File: src/rtl/wb_bram_arbiter.sv
// wb_bram_arbiter: round-robin two-master Wishbone arbiter for a single BRAM slave, with stalled-strobe watchdog
module wb_bram_arbiter #(
  parameter int TIMEOUT = 255
) (
  input  logic        wb_clk_i,
  input  logic        wb_rst_i,
  input  logic        m0_cyc_i,
  input  logic        m0_stb_i,
  input  logic        m0_we_i,
  input  logic [3:0]  m0_sel_i,
  input  logic [31:0] m0_adr_i,
  input  logic [31:0] m0_dat_i,
  output logic [31:0] m0_dat_o,
  output logic        m0_ack_o,
  output logic        m0_err_o,
  input  logic        m1_cyc_i,
  input  logic        m1_stb_i,
  input  logic        m1_we_i,
  input  logic [3:0]  m1_sel_i,
  input  logic [31:0] m1_adr_i,
  input  logic [31:0] m1_dat_i,
  output logic [31:0] m1_dat_o,
  output logic        m1_ack_o,
  output logic        m1_err_o,
  output logic        s_cyc_o,
  output logic        s_stb_o,
  output logic        s_we_o,
  output logic [3:0]  s_sel_o,
  output logic [31:0] s_adr_o,
  output logic [31:0] s_dat_o,
  input  logic [31:0] s_dat_i,
  input  logic        s_ack_i,
  output logic [1:0]  gnt_o
);
  typedef enum logic [1:0] {IDLE, OWN0, OWN1} state_t;
  state_t state, nxt;
  logic last_owner;
  logic [7:0] cnt;
  logic own0, own1, hit;
  assign own0 = state == OWN0;
  assign own1 = state == OWN1;
  assign gnt_o = {own1, own0};
  assign s_cyc_o = own0 ? m0_cyc_i : own1 & m1_cyc_i;
  assign s_stb_o = own0 ? m0_stb_i : own1 & m1_stb_i;
  assign s_we_o  = own0 ? m0_we_i  : own1 & m1_we_i;
  assign s_sel_o = own0 ? m0_sel_i : own1 ? m1_sel_i : '0;
  assign s_adr_o = own0 ? m0_adr_i : own1 ? m1_adr_i : '0;
  assign s_dat_o = own0 ? m0_dat_i : own1 ? m1_dat_i : '0;
  assign m0_dat_o = s_dat_i;
  assign m1_dat_o = s_dat_i;
  assign m0_ack_o = s_ack_i & own0 & m0_stb_i;
  assign m1_ack_o = s_ack_i & own1 & m1_stb_i;
  assign hit = s_stb_o & ~s_ack_i & (cnt == 8'(TIMEOUT));
  assign m0_err_o = hit & own0;
  assign m1_err_o = hit & own1;
  // an owner keeps the bus while it holds cyc; ties go to whoever did not own it last
  always_comb
    nxt = state == OWN0 ? (m0_cyc_i ? OWN0 : m1_cyc_i ? OWN1 : IDLE) :
          state == OWN1 ? (m1_cyc_i ? OWN1 : m0_cyc_i ? OWN0 : IDLE) :
          (m0_cyc_i & m1_cyc_i) ? (last_owner ? OWN0 : OWN1) :
          m0_cyc_i ? OWN0 : m1_cyc_i ? OWN1 : IDLE;
  always_ff @(posedge wb_clk_i) begin
    if (!wb_rst_i) begin
      state <= IDLE;
      last_owner <= 1'b1;
      cnt <= '0;
    end else begin
      state <= nxt;
      if (state != IDLE && nxt != state) last_owner <= own1;
      cnt <= (nxt != state || !s_stb_o || s_ack_i || hit) ? '0 : cnt + 8'd1;
    end
  end
endmodule

File: config.mk
export PLATFORM = sky130hd
export DESIGN_NAME = wb_bram_arbiter
export DESIGN_NICKNAME = d
export VERILOG_FILES = /design/src/rtl/wb_bram_arbiter.sv
export SDC_FILE = /design/constraint.sdc
export NUM_CORES = 1
export LEC_CHECK = 0
export ABC_AREA = 1
export BUFFER_PORTS_ARGS = -buffer_cell sky130_fd_sc_hd__clkbuf_2
export CAP_MARGIN = 10
export CORE_AREA = 2 2 124 126
export CTS_BUF_LIST = sky130_fd_sc_hd__clkbuf_4 sky130_fd_sc_hd__clkbuf_8
export DETAILED_ROUTE_END_ITERATION = 16
export DIE_AREA = 0 0 126 128
export GPL_TIMING_DRIVEN = 0
export SLEW_MARGIN = 10
export SYNTH_ARGS = -nofsm -noshare
export SYNTH_HDL_FRONTEND = slang
export SYNTH_SLANG_ARGS = --single-unit
export TNS_END_PERCENT = 10
File: constraint.sdc
create_clock -name wb_clk_i -period 1.3 [get_ports wb_clk_i]
set_clock_uncertainty 0.15 [all_clocks]
set_input_delay 0 -clock wb_clk_i [delete_from_list [all_inputs] [get_ports wb_clk_i]]
set_output_delay 0 -clock wb_clk_i [all_outputs]
set_load 0.01 [all_outputs]
==> results.yml <==
outcome:
  outcome: "complete, but fails checks"
  violations: "setup timing"
yosys:
  ys_seq_area_share_pct: 12.9
  ys_ff_latch: 11
  yosysUniqueCellTypes: 24
  yosysWarnings: 0
  syn-cell-area_sq_um: 1710
  syn_nets: 405
  avgSynthCellArea_sq_um: 7.55
  postSynthCellCount: 227
floorplanning:
  die_h_um: 128
  die_w_um: 126
  pin_count: 318
  core_area_sq_um: 14900
  num_rows: 45
  start_util_pct: 11.5
  die-area_sq_um: 16100
setup_path:
  arrival_ns: 1.47
  setup.worst_path.end: "m1_err_o"
  worstRegToRegCells: 11
  r2r_end: "cnt[1]"
  crit_fanout: 5
  critPathRequiredTime_ns: 1.15
  slowest_stage: "dfxtp_4"
  cp-start-kind: "flop"
  ff2ff_setup_slack_ns: -0.20
  slowest_delay_ns: 0.37
  path_class: "flop to output pin"
  reg2reg_from: "state[0]"
  critPathLaunch: "state[0]"
  cp_cell_sequence: "buf_4 -> nand2_8 -> o21ai_4 -> nand2_2 -> or2_4 -> nor2_2 -> buf_2"
  cp-end-kind: "output pin"
final_layout:
  fin_util_pct: 25.4
  syn2layout_area_growth_pct: 120
  layout_common_cells: "clkbuf_2 (279), buf_4 (84), a22o_1 (69)"
  fillers: 1664
  drive_gt1_share_pct: 76.5
  final_area_sq_um: 3770
  antenna_cells: 0
  seqCellArea_sq_um: 230
  layout_commonest_cell: "clkbuf_2"
  multi_input_area_sq_um: 988
  fin_nets: 710
drt:
  routed_wl_um: 9550
  drc: 0
  drt-initial-drc-count: 80
  vias: 2756
  ant_nets: 0
  drt_pass1_iterations: 4
  wl_per_cell_um: 13.3
  vias_per_cell: 3.83
power:
  irDropWorstVdd_mv: 0.259
  power_frac_clock_pct: 18.7
  pwr-share-seq_pct: 18.3
  swShare_pct: 35.9
  leakage_nw: 2.23
  p_per_area_nw_per_um2: 511
  switchingPower_w: 0.000692
  power_frac_comb_pct: 63.1
  p_int_w: 0.00124
job:
  cap_violations: 0
grt:
  track_usage_pct: 10.3
  grt_pass1_wl_um: 13100
  antenna_found_initial: 0
  grt_max_degree: 11
  gr-total-overflow: 0
  grt_pass1_vias: 2435
timing:
  slew_violations: 0
  max_freq_mhz: 619
  worst_pin_slew_ns: 0.214
  rsz0062_at_grt: "true"
  relSlewSlack_pct: 85.7
  period_needed_ns: 1.62
  fin_tns_setup_ns: -17.79
  setup_viol: 83
  hold_violations: 0
  fin_ws_ns: -0.317
  period_share_pct: 124
placement:
  routabilityCongestion: 0.783
  placed_cell_area_sq_um: 3420
  hpwl_um: 8340
  port_buffers: 285
clocking:
  cts_tree: "built"
  htree_levels: 1
  cts_max_path_buffers: 2
  clk_latency_ns: 0.24
  clock-sinks: 11
  clockRootBuffer: "clkbuf_8"
  clk_pin_slew_ns: 0.05
  cts_buffers: 3
worst_hold_path:
  hold_path.class: "input pin to flop"
-- final cells by class --
| type | instances | share of cell area [%] |
|---|---|---|
| Tap cell | 188 | 6.24 |
| Timing Repair Buffer | 302 | 41.6 |
| Sequential cell | 11 | 6.10 |
| Multi-Input combinational cell | 123 | 26.2 |
| Buffer | 78 | 16.6 |
| Inverter | 13 | 1.96 |
| Clock buffer | 4 | 1.29 |
-- timing repair --
item / in CTS / in global routing
endpoints found under the setup margin: 84 / 85
setup buffers: 10 / 4
resized for setup: 49 / 26
hold buffers: 3 / 0
pin swaps: 8 / 10
endpoints found under the hold margin: 3 / 0
-- worst max-delay path, delay by kind of cell (launching register included) --
| kind | cells | cell delay, ns |
|---|---|---|
| DFF | 1 | 0.37 |
| buffers and inverters | 2 | 0.27 |
| AOI/OAI and AO/OA | 1 | 0.14 |
| and+or+nand+nor | 4 | 0.46 |
-- cell families (layout without fill, tap and decap cells) --
group,count (synthesis),count (layout),share of synthesized area [%]
buffers and inverters,93,397,34.9
AND/OR/NAND/NOR,41,41,11.0
AO/OA/AOI/OAI,75,75,37.5
XOR/XNOR,6,6,3.07
flip-flops,11,11,12.9
adder cells (fa/ha/maj),1,1,0.730
-- how the worst min path moves through the flow --
stage | endpoint | cells past startpoint | slack [ns] | startpoint
floorplan | m0_dat_o[0] | 1 | -0.06 | s_dat_i[0]
global route | m1_dat_o[13] | 2 | 0.04 | s_dat_i[13]
detailed placement | m0_dat_o[24] | 2 | 0.04 | s_dat_i[24]
finish | state[1] | 5 | 0.02 | m1_cyc_i
global placement | m1_dat_o[6] | 2 | 0.04 | s_dat_i[6]
CTS | state[1] | 5 | 0.02 | m1_cyc_i
-- power by group through the flow --
stage	sequential, W	clock, W	combinational (W)
2_1_floorplan	0.000358	0	0.000578
3_3_place_gp	0.000360	0	0.00114
3_5_place_dp	0.000360	0	0.00114
4_1_cts	0.000353	0.000366	0.00121
5_1_grt	0.000352	0.000401	0.00131
6_report	0.000352	0.000360	0.00122
-- per-stage QoR --
step           setup slack, ns  std cells  hold slack (ns)  power [W]
2_1_floorplan          -0.0287        227          -0.0582   0.000936
4_1_cts                 -0.340        717           0.0181    0.00193
3_3_place_gp            -0.443        700           0.0379    0.00150
5_1_grt                 -0.382        719           0.0413    0.00207
6_report                -0.317        719           0.0218    0.00193
3_5_place_dp            -0.455        700           0.0376    0.00150
-- synth_stat cells --
master | n | area, sq um
a22o_1 | 69 | 604
buf_4 | 66 | 495
nand2_1 | 15 | 56.3
nor2_1 | 14 | 52.6
clkbuf_1 | 13 | 48.8
dfxtp_1 | 11 | 220
inv_1 | 9 | 33.8
nand3_1 | 5 | 25.0
inv_2 | 4 | 15.0
xnor2_1 | 3 | 26.3
xor2_1 | 3 | 26.3
a21oi_1 | 2 | 10.0
nand2_2 | 2 | 12.5
buf_2 | 1 | 5.00
ha_1 | 1 | 12.5
nand3_4 | 1 | 17.5
nand4_1 | 1 | 6.26
nor2_2 | 1 | 6.26
nor3_1 | 1 | 5.00
o211ai_1 | 1 | 7.51
o21ai_0 | 1 | 5.00
o21ai_2 | 1 | 8.76
o22ai_1 | 1 | 6.26
or2_1 | 1 | 6.26
-- layer usage --
metal / track usage [%] / wire length (um) / vias up
met2: 18.2 / 4880 / 171
met3: 1.46 / 812 / 4
met4: 1.16 / 34 / 0
li1: - / - / 1361
met5: 0 / 0 / -
met1: 13.6 / 3820 / 1220
-- sequential cells by signal, indices dropped and copies added, names as in the netlist --
name / count
last_owner: 1
state: 2
cnt: 8
Power figures use the tool's default switching activity.
